===== src/rtl/hbf_ctrl_if.sv =====
// hbf_ctrl_if: sample-stream handshake plus filter-side bus of the half-band filter controller.
//   s_valid/s_ready/s_data         serial sample stream into the controller
//   input_valid/top/bottom         polyphase pair presented to the filter
//   coeff                          active coefficient bank presented to the filter
//   hbf_valid_out                  filter output strobe, counted by the controller
//   master: controller side, slave: source/filter side
interface hbf_ctrl_if #(
    parameter int INPUT_SAMPLE_DATA_WIDTH = 8,
    parameter int COEFF_DATA_WIDTH        = 10,
    parameter int FILTER_ORDER            = 15
);
    logic                               s_valid;
    logic                               s_ready;
    logic [INPUT_SAMPLE_DATA_WIDTH-1:0] s_data;
    logic                               input_valid;
    logic [INPUT_SAMPLE_DATA_WIDTH-1:0] input_sample_top;
    logic [INPUT_SAMPLE_DATA_WIDTH-1:0] input_sample_bottom;
    logic [COEFF_DATA_WIDTH-1:0]        coeff [FILTER_ORDER-1:0];
    logic                               hbf_valid_out;

    modport master (
        input  s_valid, s_data, hbf_valid_out,
        output s_ready, input_valid, input_sample_top, input_sample_bottom, coeff
    );

    modport slave (
        output s_valid, s_data, hbf_valid_out,
        input  s_ready, input_valid, input_sample_top, input_sample_bottom, coeff
    );
endinterface


===== src/rtl/hbf_ctrl.sv =====
// hbf_ctrl: pairs a serial sample stream into polyphase inputs and swaps coefficient banks only after the filter drains.
//   clk, rst_n        clock, asynchronous active-low reset
//   en                run enable
//   cfg_we/addr/data  shadow coefficient write
//   cfg_commit        request shadow-to-active swap
//   bus               stream handshake and filter-side signals (hbf_ctrl_if.master)
//   coeff_valid       active bank has been loaded at least once
//   commit_pending    commit accepted, swap not yet done
//   state             IDLE=0, RUN=1, DRAIN=2, SWAP=3
//   out_count         filter outputs seen, wrapping
module hbf_ctrl #(
    parameter int INPUT_SAMPLE_DATA_WIDTH = 8,
    parameter int COEFF_DATA_WIDTH        = 10,
    parameter int FILTER_ORDER            = 15,
    parameter int HBF_LATENCY             = 6,
    parameter int CNT_WIDTH               = 16
) (
    input  logic                        clk,
    input  logic                        rst_n,
    input  logic                        en,
    input  logic                        cfg_we,
    input  logic [3:0]                  cfg_addr,
    input  logic [COEFF_DATA_WIDTH-1:0] cfg_data,
    input  logic                        cfg_commit,
    hbf_ctrl_if.master                  bus,
    output logic                        coeff_valid,
    output logic                        commit_pending,
    output logic [1:0]                  state,
    output logic [CNT_WIDTH-1:0]        out_count
);
    localparam int TW = $clog2(HBF_LATENCY + 1);

    typedef enum logic [1:0] {IDLE, RUN, DRAIN, SWAP} state_t;

    state_t                             st, st_nxt;
    logic                               phase;
    logic [INPUT_SAMPLE_DATA_WIDTH-1:0] hold;
    logic [TW-1:0]                      timer;
    logic [COEFF_DATA_WIDTH-1:0]        shadow [FILTER_ORDER-1:0];
    logic                               xfer;
    logic                               leave_run;

    assign bus.s_ready = st == RUN;
    assign xfer        = bus.s_valid & bus.s_ready;
    assign leave_run   = st == RUN && st_nxt == DRAIN;
    assign state       = st;

    always_ff @(posedge clk or negedge rst_n)
        if (!rst_n) st <= IDLE;
        else        st <= st_nxt;

    // The DRAIN exit fires on the cycle the timer would reach zero, giving exactly HBF_LATENCY drain cycles.
    always_comb begin
        st_nxt = st;
        case (st)
            IDLE:    st_nxt = commit_pending ? SWAP : (en && coeff_valid) ? RUN : IDLE;
            RUN:     st_nxt = (commit_pending || !en) ? DRAIN : RUN;
            DRAIN:   st_nxt = timer != TW'(1) ? DRAIN : commit_pending ? SWAP : en ? RUN : IDLE;
            default: st_nxt = en ? RUN : IDLE;
        endcase
    end

    always_ff @(posedge clk or negedge rst_n) begin
        if (!rst_n) begin
            phase                   <= 1'b0;
            hold                    <= '0;
            timer                   <= '0;
            shadow                  <= '{default: '0};
            bus.coeff               <= '{default: '0};
            bus.input_valid         <= 1'b0;
            bus.input_sample_top    <= '0;
            bus.input_sample_bottom <= '0;
            coeff_valid             <= 1'b0;
            commit_pending          <= 1'b0;
            out_count               <= '0;
        end else begin
            if (cfg_we && 32'(cfg_addr) < FILTER_ORDER) shadow[cfg_addr] <= cfg_data;
            if (st == SWAP) begin
                bus.coeff   <= shadow;
                coeff_valid <= 1'b1;
            end
            // A commit in the SWAP cycle itself survives the clear and triggers another swap.
            commit_pending <= cfg_commit | (commit_pending & (st != SWAP));
            timer          <= leave_run ? TW'(HBF_LATENCY) : (st == DRAIN) ? timer - 1'b1 : timer;
            if (xfer && !phase) hold <= bus.s_data;
            if (xfer && phase) begin
                bus.input_sample_top    <= hold;
                bus.input_sample_bottom <= bus.s_data;
            end
            bus.input_valid <= xfer & phase;
            // Leaving RUN drops any half pair sitting in the hold register.
            phase           <= leave_run ? 1'b0 : phase ^ xfer;
            out_count       <= out_count + CNT_WIDTH'(bus.hbf_valid_out);
        end
    end
endmodule


===== src/flat_wrapper.sv =====
// flat-port wrapper written by rule: the top's interface ports become plain ports
module hbf_ctrl_flat 
#(
    parameter int INPUT_SAMPLE_DATA_WIDTH = 8,
    parameter int COEFF_DATA_WIDTH        = 10,
    parameter int FILTER_ORDER            = 15,
    parameter int HBF_LATENCY             = 6,
    parameter int CNT_WIDTH               = 16
)
  (clk, rst_n, en, cfg_we, cfg_addr, cfg_data, cfg_commit, coeff_valid, commit_pending, state, out_count, bus_s_valid, bus_s_data, bus_hbf_valid_out, bus_s_ready, bus_input_valid, bus_input_sample_top, bus_input_sample_bottom, bus_coeff);
  hbf_ctrl_if #(.INPUT_SAMPLE_DATA_WIDTH(INPUT_SAMPLE_DATA_WIDTH), .COEFF_DATA_WIDTH(COEFF_DATA_WIDTH), .FILTER_ORDER(FILTER_ORDER)) bus_i ();
  input  logic clk;
  input  logic rst_n;
  input  logic en;
  input  logic cfg_we;
  input  logic [3:0] cfg_addr;
  input  logic [COEFF_DATA_WIDTH-1:0] cfg_data;
  input  logic cfg_commit;
  output logic coeff_valid;
  output logic commit_pending;
  output logic [1:0] state;
  output logic [CNT_WIDTH-1:0] out_count;
  input wire logic [$bits(bus_i.s_valid)-1:0] bus_s_valid;
  input wire logic [$bits(bus_i.s_data)-1:0] bus_s_data;
  input wire logic [$bits(bus_i.hbf_valid_out)-1:0] bus_hbf_valid_out;
  output wire logic [$bits(bus_i.s_ready)-1:0] bus_s_ready;
  output wire logic [$bits(bus_i.input_valid)-1:0] bus_input_valid;
  output wire logic [$bits(bus_i.input_sample_top)-1:0] bus_input_sample_top;
  output wire logic [$bits(bus_i.input_sample_bottom)-1:0] bus_input_sample_bottom;
  output wire logic [$bits(bus_i.coeff)-1:0] bus_coeff;
  assign bus_i.s_valid = bus_s_valid;
  assign bus_i.s_data = bus_s_data;
  assign bus_i.hbf_valid_out = bus_hbf_valid_out;
  assign bus_s_ready = bus_i.s_ready;
  assign bus_input_valid = bus_i.input_valid;
  assign bus_input_sample_top = bus_i.input_sample_top;
  assign bus_input_sample_bottom = bus_i.input_sample_bottom;
  assign bus_coeff = {>>{bus_i.coeff}};
  hbf_ctrl #(.INPUT_SAMPLE_DATA_WIDTH(INPUT_SAMPLE_DATA_WIDTH), .COEFF_DATA_WIDTH(COEFF_DATA_WIDTH), .FILTER_ORDER(FILTER_ORDER), .HBF_LATENCY(HBF_LATENCY), .CNT_WIDTH(CNT_WIDTH)) u_core (.clk(clk), .rst_n(rst_n), .en(en), .cfg_we(cfg_we), .cfg_addr(cfg_addr), .cfg_data(cfg_data), .cfg_commit(cfg_commit), .bus(bus_i), .coeff_valid(coeff_valid), .commit_pending(commit_pending), .state(state), .out_count(out_count));
endmodule

===== config.mk =====
export PLATFORM = sky130hd
export DESIGN_NAME = hbf_ctrl_flat
export DESIGN_NICKNAME = d
export VERILOG_FILES = /design/src/rtl/hbf_ctrl_if.sv /design/src/rtl/hbf_ctrl.sv /design/src/flat_wrapper.sv
export SDC_FILE = /design/constraint.sdc
export NUM_CORES = 1
export LEC_CHECK = 0
export CORE_UTILIZATION = 55
export CTS_BUF_LIST = sky130_fd_sc_hd__clkbuf_4
export CTS_CLUSTER_DIAMETER = 40
export DETAILED_ROUTE_END_ITERATION = 12
export MAX_ROUTING_LAYER = met4
export PLACE_DENSITY_LB_ADDON = 0.15
export SKIP_CTS_REPAIR_TIMING = 1
export SKIP_LAST_GASP = 1
export SYNTH_ARGS = -nofsm -noshare
export SYNTH_HDL_FRONTEND = slang
export SYNTH_SLANG_ARGS = --single-unit

===== constraint.sdc =====
create_clock -name clk -period 3.7 [get_ports clk]
set_input_delay 0.74 -clock clk [delete_from_list [all_inputs] [get_ports clk]]
set_output_delay 0.74 -clock clk [all_outputs]
set_load 0.02 [all_outputs]

==> impl_results.md, run 1 <==
- Status: complete, no violations
- Nets: 1124
- Pleak: approximately 7.6 nW
- RD Place Congestion: 0.7834
- Final Critical Period: 2.797 ns
- Clock skew: between 0.02 and 0.03 ns
- Vias in the first global route: approximately 8000
- # Max-Cap Violations: 0
- Initial DRC count: ~370
- Setup TNS: 0 ns
- Vias: around 7700
- # setup viols final: 0
- WL/cell: roughly 19 um
- Slew headroom: about a third
- Reg2reg path depth: 3
- Largest net degree at the start of global routing: around 90
- Worst Setup End Kind: primary output
- Power per standard cell area: slightly below 900 nW/um^2
- Grt ovf: 0
- Clock Path Buffers: 3
- Total length of routed wires: approximately 27 mm
- Crit path required time: between 2 and 3 ns
- CTS tree: built
- Syn Area/Cell: roughly 16 sq um
- Initial antenna violation count: 2
- Post-synth top area share: around 66%
- Post-Syn Nets: 848
- RSZ-0062 raised after global routing: false
- CP Data Arrival Time: between 2 and 2.5 ns
- CP top delay family: buffers and inverters
- Max stage delay on crit path: 0.62 ns
- Post-synthesis sequential area ratio: 65.75%
- Vias per cell: 5.234
- Mapped cell area: approximately 13000 sq um
- H-tree levels: 3
- Dominant cell type by area after synthesis: dfrtp_1
- Clock transition at path regs: about 0.060 ns
- Kind of critical path: reg -> out
- CTS root buf: clkbuf_4
- Syn. warnings: 0
- Die height: between 150 and 200 um
- Port Buffers: between 200 and 250
- Row count: 56
- Worst Setup Start Kind: register
- Full die area: around 25000 sq um
- Pre-antenna DRT Iters: 4
- First-pass GRT wire length: between 40 and 50 mm
- Fill count: around 1700
- Clock Sinks: between 300 and 400
- Detailed placer's ending HPWL: 17.46 mm
- Hold Path Class: in -> async
- Clk Latency, worst-skew pair: 0.65 ns
- Slowest-stage cell, CP: clkdlybuf4s50_1
- CP Cell Sequence: nor2b_1 > clkdlybuf4s50_1
- Residual DRC: 0
- Final hold vios: 0
- Core area: ~24000 sq um
- Die width: 157.4 um
- Seq cells post-synth: 349
- Synth-to-Final Area Change: 26.94%
- Synth unique cells: 35
- Fin worst setup slack: roughly 0.9 ns
- Worst Max-Slew Pin Slew: slightly above 1 ns
- Layout cell share with drive strength beyond 1: between 40% and 50%
- R2R setup slack: 1.50 ns
- Leading post-synthesis cells by cell area: dfrtp_1 (66%), mux2_2 (26%), mux2_4 (1.1%), xor2_1 (0.66%), ha_1 (0.57%)
- Final Cycle Share: 75.59%
- Dpl ws: 0.9814 ns
- Max frequency: about 0.36 GHz
- Peak supply drop: around 0.00045 V
- Cts bufs inserted: 88
- Crit path depth: 2
- Initial Util: 56.25%
- I/O pins: ~220
- Fin. max-slew vios: 0
- Worst path bufs/invs: 1
- Layout Utilization: slightly above 70%
- Syn Inst Count: 813
- Post-DRT Antenna Nets: 0
- Total GRT Usage: a little under a quarter
- Worst-path fanout max: 12
[logic make-up (layout without fill, tap and decap cells)]
group                    Yosys count  count (layout)  synth area share [%]
adder cells (fa/ha/maj)            6               6                0.5652
flip-flops                       349             349                 65.75
multiplexers                     324             324                 27.75
AND/OR/NAND/NOR                   58              58                 2.675
buffers and inverters             47             382                 1.611
other                              0               1                     0
AO/OA/AOI/OAI                     14              14                0.6594
XOR/XNOR                          15              15                0.9890
[sequential cells by signal, indices dropped and copies added (netlist names)]
| name | count |
|---|---|
| u_core.state | 2 |
| u_core.commit_pending | 1 |
| u_core.timer | 3 |
| u_core.phase | 1 |
| u_core.bus.coeff | 150 |
| u_core.hold | 8 |
| u_core.shadow | 150 |
| u_core.bus.input_valid | 1 |
| u_core.bus.input_sample_top | 8 |
| u_core.out_count | 16 |
| u_core.coeff_valid | 1 |
| u_core.bus.input_sample_bottom | 8 |
[layout by cell type, fill, tap and decap left out, types with 2 or more instances in the layout]
master             n
mux2_1             4
mux2_4            10
nand2_1            6
buf_12             6
clkinv_2           3
a221o_1            2
a21oi_1            7
nor3_1             5
inv_2              4
nor3_4             3
ha_1               6
clkbuf_4         130
xor2_1            10
clkdlybuf4s50_1  215
nand3b_1           2
inv_1              9
nand2b_1           4
nor4_1             4
o21ai_0            2
nor2_2             4
clkinv_1          13
mux2_2           310
nand4_1            5
nor2_1             6
nand3_1            8
xnor2_1            5
dfrtp_1          349
nor2b_1            5
or3_1              2
[through the flow]
| stage | total power, mW | hold slack (ns) | area, sq um | cells |
|---|---|---|---|---|
| floorplan | 9.213 | 0.4444 | 13280 | 813 |
| CTS | 14.97 | 0.07915 | 16860 | 1467 |
| global placement | 11.70 | 0.4610 | 15810 | 1318 |
| detailed placement | 11.88 | 0.4607 | 15810 | 1318 |
| finish | 14.77 | 0.1037 | 16860 | 1468 |
| global route | 15.63 | 0.1031 | 16860 | 1468 |
[synth_stat cells, drive strengths merged]
library cell / instances
nand4: 5
dfrtp: 349
nor3b: 1
o21ai: 2
nand2b: 5
nor3: 8
nor2b: 5
clkbuf: 17
xor2: 10
or3: 2
nor4: 4
and2: 1
nand2: 7
mux2: 324
a221o: 2
nor2: 10
a21o: 1
ha: 6
nand3b: 2
buf: 20
o22ai: 1
nand3: 8
a2bb2oi: 1
xnor2: 5
inv: 10
a21oi: 7
[final cells by class]
cell class	instances	area [sq um]	area share (%)
clock inverter	19	75.07	0.4452
multi-input combinational	417	4343	25.76
tap	319	399.1	2.367
clock buffer	130	975.9	5.788
sequential	349	8733	51.80
timing repair buffer	223	2295	13.61
antenna	1	2.502	0.01484
inverter	10	37.54	0.2226
[power by group]
group / switching, mW / total (mW) / internal (mW)
combinational: 2.57 / 5.71 / 3.14
clock: 1.43 / 3.02 / 1.60
sequential: 0.811 / 6.03 / 5.22
total: 4.81 / 14.8 / 9.96
[final timing paths]
path,start,to
min in group clk,u_core.out_count[15],u_core.out_count[15]
min reg2reg,u_core.out_count[15],u_core.out_count[15]
max in group asynchronous,rst_n,u_core.bus.coeff[10]
max,u_core.state[0],bus_s_ready
max reg2reg,u_core.state[1],u_core.bus.coeff[3]
min,rst_n,u_core.bus.coeff[28]
[layer usage]
layer  GRT usage [%]  wire, um
met5               -         0
met4           7.166       393
met3           7.517      1793
met2           37.38     13200
met1           30.11     11980
Power figures use the tool's default switching activity.
==> inputs of run 2 (changes only) <==
==> constraint.sdc (replaced) <==
create_clock -name clk -period 2.65 [get_ports clk]
set_input_delay 0.53 -clock clk [delete_from_list [all_inputs] [get_ports clk]]
set_output_delay 0.53 -clock clk [all_outputs]
set_load 0.02 [all_outputs]
==> run 2 against run 1 <==
- final area rose by 1.2%
- global-route usage rose by 0.49 points
- critical endpoint unchanged
- clock-buffer cell count fell by 1
- combinational power rose by 41%
- largest cell class unchanged
- sequential cell count did not move
- final cell count rose by 1.3%
- critical path depth did not move
- highest routed layer unchanged
==> impl_results.md, run 2 (synthesis gave the netlist of run 1 again) <==
- Worst Max-Slew Pin Slew: slightly above 0.8 ns
- Clock skew: about 0.03 ns
- Clk Latency, worst-skew pair: about 0.66 ns
- Full die area: approximately 25000 sq um
- Nets: between 1000 and 1500
- Worst Setup Start Kind: register
- RD Place Congestion: between 0.7 and 0.8
- Met1 Usage GRT: between 30% and 40%
- CP Cell Sequence: nor2b_1 > clkdlybuf4s50_1
- M3 GR Usage: ~7.0%
- Met2 GRT Util: between 30 and 40%
- Clock Path Buffers: 3
- Non-filler cells, final: 1487
- RSZ-0062 raised after global routing: false
- Commonest non-fill, non-tap cells in the layout: dfrtp_1 (347), mux2_2 (310), clkdlybuf4s50_1 (215)
- Status: complete, no violations
- H-tree levels: 3
- Worst Setup End Kind: primary output
- Total GRT Usage: around 24%
- Die height: about 160 um
- Post-DRT Antenna Nets: 0
- Slowest-stage cell, CP: clkdlybuf4s50_1
- Detailed placer's ending HPWL: around 18 mm
- Total length of routed wires: 27.93 mm
- Post-route cell area: around 17000 sq um
- Final hold vios: 0
- Kind of critical path: reg -> out
- Port Buffers: 216
- Residual DRC: 0
- Final Critical Period: between 2 and 2.5 ns
- First-pass GRT wire length: 44.16 mm
- Vias in the first global route: just over 8000
- Slew headroom: about 44%
- Fin. max-slew vios: 0
- Max frequency: between 0.4 and 0.5 GHz
- Layer with the highest usage: met2
- Synth-to-Final Area Change: 28.51%
- Vias per cell: approximately 5.2
- Clock transition at path regs: ~0.07 ns
- CP Data Arrival Time: 1.97 ns
- Core area: approximately 24000 sq um
- Initial DRC count: slightly below 300
- Initial Util: between 50% and 60%
- Max stage delay on crit path: 0.62 ns
- Grt ovf: 0
- DP Cell Count: between 1000 and 1500
- Worst-path fanout max: 12
- WL/cell: around 19 um
- Minimum hold slack: 0.4107 ns
- Clock Sinks: about 350
- Layout cell share with drive strength beyond 1: between 40% and 50%
- Pre-antenna DRT Iters: 4
- # Max-Cap Violations: 0
- Final Cycle Share: roughly 94%
- CTS tree: built
- DP Area: 16020 sq um
- Layout Utilization: 72.29%
- I/O pins: roughly 220
- Hold Path Class: in -> async
- Commonest non-fill, non-tap cell in the layout: dfrtp_1
- CTS root buf: clkbuf_4
- Pleak: approximately 7.7 nW
- Peak supply drop: ~0.00065 V
- Row count: 56
- Die width: around 160 um
- Cts bufs inserted: a little under 90
- Largest net degree at the start of global routing: 64
- Power per standard cell area: roughly 1200 nW/um^2
- Fill count: 1630
- # setup viols final: 0
- Crit path required time: between 2 and 2.5 ns
- Initial antenna violation count: 1
- Biggest regs: u_core.bus.coeff (150), u_core.shadow (150), u_core.out_count (16)
- Vias: 7762
run 2: changes by cell type in the layout (fill, tap and decap cells not counted), sizes merged:
| cell | change |
|---|---|
| clkbuf | -1 |
| inv | -2 |
| clkinv | -6 |
| dlygate4sd3 | +1 |
| bufinv | +1 |
| buf | +26 |
run 2: worst paths after layout:
| path | startpoint | end | slack [ns] | depth (start not counted) |
|---|---|---|---|---|
| worst max-delay path | u_core.state[0] | bus_s_ready | 0.15 | 2 |
| worst min-delay path | rst_n | u_core.bus.coeff[18] | 0.41 | 2 |
| worst max register to register | u_core.state[1] | u_core.bus.coeff[130] | 0.81 | 3 |
| worst min register to register | u_core.out_count[15] | u_core.out_count[15] | 0.48 | 1 |
| max in group asynchronous | rst_n | u_core.shadow[46] | 1.44 | 3 |
| min in group clk | cfg_commit | u_core.commit_pending | 0.43 | 2 |
run 2: area by class of cell:
| class | count | area, sq um | share of cell area [%] |
|---|---|---|---|
| Multi-Input combinational cell | 417 | 4343 | 25.44 |
| Sequential cell | 349 | 8736 | 51.18 |
| Inverter | 10 | 37.54 | 0.2199 |
| Timing Repair Buffer | 250 | 2512 | 14.72 |
| Tap cell | 319 | 399.1 | 2.338 |
| Clock inverter | 12 | 71.32 | 0.4178 |
| Clock buffer | 129 | 968.4 | 5.673 |
| Antenna cell | 1 | 2.502 | 0.01466 |
run 2: metal layers:
metal / part of all wire [%] / vias to the layer above
met5: 0 / -
met4: 1.5 / 0
met3: 6.0 / 40
met2: 48 / 203
met1: 44 / 3994
li1: - / 3525
run 2: critical path: cells and delay by family (launching register included):
family	cells	cell delay, ns
buffers and inverters	1	0.62
DFF	1	0.50
and+or+nand+nor	1	0.19
run 2: metrics by stage:
| stage | setup TNS [ns] | power, mW | setup slack (ns) |
|---|---|---|---|
| floorplan | 0 | 12.86 | 0.06392 |
| global placement | 0 | 16.41 | 0.1853 |
| detailed placement | 0 | 16.65 | 0.1499 |
| CTS | -0.03040 | 21.00 | -0.03040 |
| global route | 0 | 21.92 | 0.03958 |
| finish | 0 | 20.74 | 0.1522 |
run 2: power by group:
group	total [mW]	internal (mW)	switching (mW)
logic	8.05	4.44	3.61
registers	8.44	7.30	1.14
clock network	4.25	2.29	1.96
==> inputs of run 3 (changes only) <==
--- a/config.mk
+++ b/config.mk
@@ -5,14 +5,15 @@
 export SDC_FILE = /design/constraint.sdc
 export NUM_CORES = 1
 export LEC_CHECK = 0
+export CAP_MARGIN = 20
 export CORE_UTILIZATION = 55
 export CTS_BUF_LIST = sky130_fd_sc_hd__clkbuf_4
 export CTS_CLUSTER_DIAMETER = 40
 export DETAILED_ROUTE_END_ITERATION = 12
-export MAX_ROUTING_LAYER = met4
 export PLACE_DENSITY_LB_ADDON = 0.15
 export SKIP_CTS_REPAIR_TIMING = 1
 export SKIP_LAST_GASP = 1
+export SLEW_MARGIN = 20
 export SYNTH_ARGS = -nofsm -noshare
 export SYNTH_HDL_FRONTEND = slang
 export SYNTH_SLANG_ARGS = --single-unit
==> run 3 against run 2 <==
- via count is 0.18% lower
- critical endpoint unchanged
- sequential cell count is the same
- power barely moved
- worst setup slack is essentially flat
- register-to-register slack barely moved
- largest cell class unchanged
- non-clock buffer count unchanged
==> impl_results.md, run 3 (synthesis gave the netlist of run 1 again) <==
- H-tree levels: 3
- Fin. max-slew vios: 0
- Clock skew: 0.02891 ns
- Full die area: about 25000 sq um
- Die height: around 160 um
- Clock transition at path regs: roughly 0.070 ns
- Clk Latency, worst-skew pair: approximately 0.66 ns
- Commonest non-fill, non-tap cell in the layout: dfrtp_1
- # setup viols final: 0
- Port Buffers: around 220
- Biggest regs: u_core.bus.coeff (150), u_core.shadow (150), u_core.out_count (16)
- Worst Max-Slew Pin Slew: slightly above 0.8 ns
- Initial antenna violation count: 1
- Total length of routed wires: ~28 mm
- CP Data Arrival Time: ~2.0 ns
- Minimum hold slack: roughly 0.41 ns
- Fill count: 1630
- Post-DRT Antenna Nets: 0
- Switching share of total power: about a third
- Nets: between 1000 and 1500
- Largest net degree at the start of global routing: 64
- Combinational cell fraction of total power: 38.8%
- Initial DRC count: 281
- NetSw: about 6.7 mW
- Layout cell share with drive strength beyond 1: a little over two fifths
- Die width: 157.4 um
- Dpl ws: 0.1499 ns
- Max frequency: between 0.4 and 0.5 GHz
- RD Place Congestion: roughly 0.78
- RSZ-0062 raised after global routing: false
- Pre-antenna DRT Iters: 4
- I/O pins: between 200 and 250
- Detailed placer's ending HPWL: ~18 mm
- Initial Util: 56.25%
- Power per standard cell area: about 1200 nW/um^2
- Layout Utilization: between 70% and 80%
- Status: complete, no violations
- First-pass GRT wire length: 44.17 mm
- Worst-path fanout max: 12
- Peak supply drop: around 0.00064 V
- Row count: 56
- CTS root buf: clkbuf_4
- Cts bufs inserted: 88
- Pleak: 7.740 nW
- Clock Path Buffers: 3
- Synth-to-Final Area Change: 28.51%
- Commonest non-fill, non-tap cells in the layout: dfrtp_1 (347), mux2_2 (310), clkdlybuf4s50_1 (215)
- Grt ovf: 0
- WL/cell: roughly 19 um
- Final hold vios: 0
- Sequential cell fraction of total power: between 40% and 50%
- Fin worst setup slack: ~0.15 ns
- Vias per cell: about 5.2
- # Max-Cap Violations: 0
- Hold Path Class: in -> async
- Total GRT Usage: a little under a quarter
- Worst Setup End Kind: primary output
- Crit path required time: ~2.1 ns
- Vias: a little under 8000
- Setup TNS: 0 ns
- Kind of critical path: reg -> out
- Worst Setup Start Kind: register
- Vias in the first global route: 8256
- P_int: 14.02 mW
- Residual DRC: 0
- Slew headroom: approximately 45%
- Clock Sinks: 349
- Clk pwr share: between 20% and 30%
- Core area: approximately 24000 sq um
- Final Critical Period: ~2.5 ns
- CTS tree: built
- Final Cycle Share: ~94%
==> run 3: cell counts in the layout (fill, tap and decap cells not counted) <==
No cell type changed its count.
==> run 3: worst paths after layout <==
check	from	end	cells past startpoint	slack (ns)
setup / recovery	u_core.state[0]	bus_s_ready	2	0.15
hold / removal	rst_n	u_core.bus.coeff[18]	2	0.41
setup reg to reg	u_core.state[1]	u_core.bus.coeff[103]	3	0.80
hold reg to reg	u_core.out_count[15]	u_core.out_count[15]	1	0.48
max in group asynchronous	rst_n	u_core.shadow[46]	3	1.43
min in group clk	cfg_commit	u_core.commit_pending	2	0.43
==> run 3: worst max-delay path: stages, from the launching register on <==
cell and delay, ns:
dfrtp_2 0.50, nor2b_1 0.19, clkdlybuf4s50_1 0.62
==> run 3: power by group through the flow <==
stage / combinational (mW) / sequential [mW] / clock (mW)
global route: 8.58 / 8.68 / 4.66
floorplan: 3.05 / 9.82 / 0
finish: 8.05 / 8.44 / 4.26
detailed placement: 8.12 / 8.53 / 0
global placement: 7.95 / 8.47 / 0
CTS: 8.14 / 8.45 / 4.41
==> run 3: cell type report <==
cell class                      count  area [sq um]  area share [%]
Antenna cell                        1         2.502         0.01466
Clock buffer                      129         968.4           5.673
Clock inverter                     12         71.32          0.4178
Inverter                           10         37.54          0.2199
Multi-Input combinational cell    417          4343           25.44
Sequential cell                   349          8736           51.18
Tap cell                          319         399.1           2.338
Timing Repair Buffer              250          2512           14.72
==> run 3: stage by stage <==
| stage | cells | power [mW] | cell area, sq um |
|---|---|---|---|
| after global routing | 1487 | 21.92 | 17070 |
| final | 1487 | 20.75 | 17070 |
| after global placement | 1344 | 16.41 | 16020 |
| after detailed placement | 1344 | 16.65 | 16020 |
| after floorplan | 813 | 12.86 | 13280 |
| after CTS | 1485 | 21.00 | 17060 |
==> run 3: metal layers <==
metal | track usage [%] | wire [um] | up-vias
met2 | 38.03 | 13590 | 201
met5 | 0 | 0 | -
met3 | 7.544 | 1797 | 36
li1 | - | - | 3527
met1 | 30.36 | 12190 | 3984
met4 | 8.507 | 405 | 0
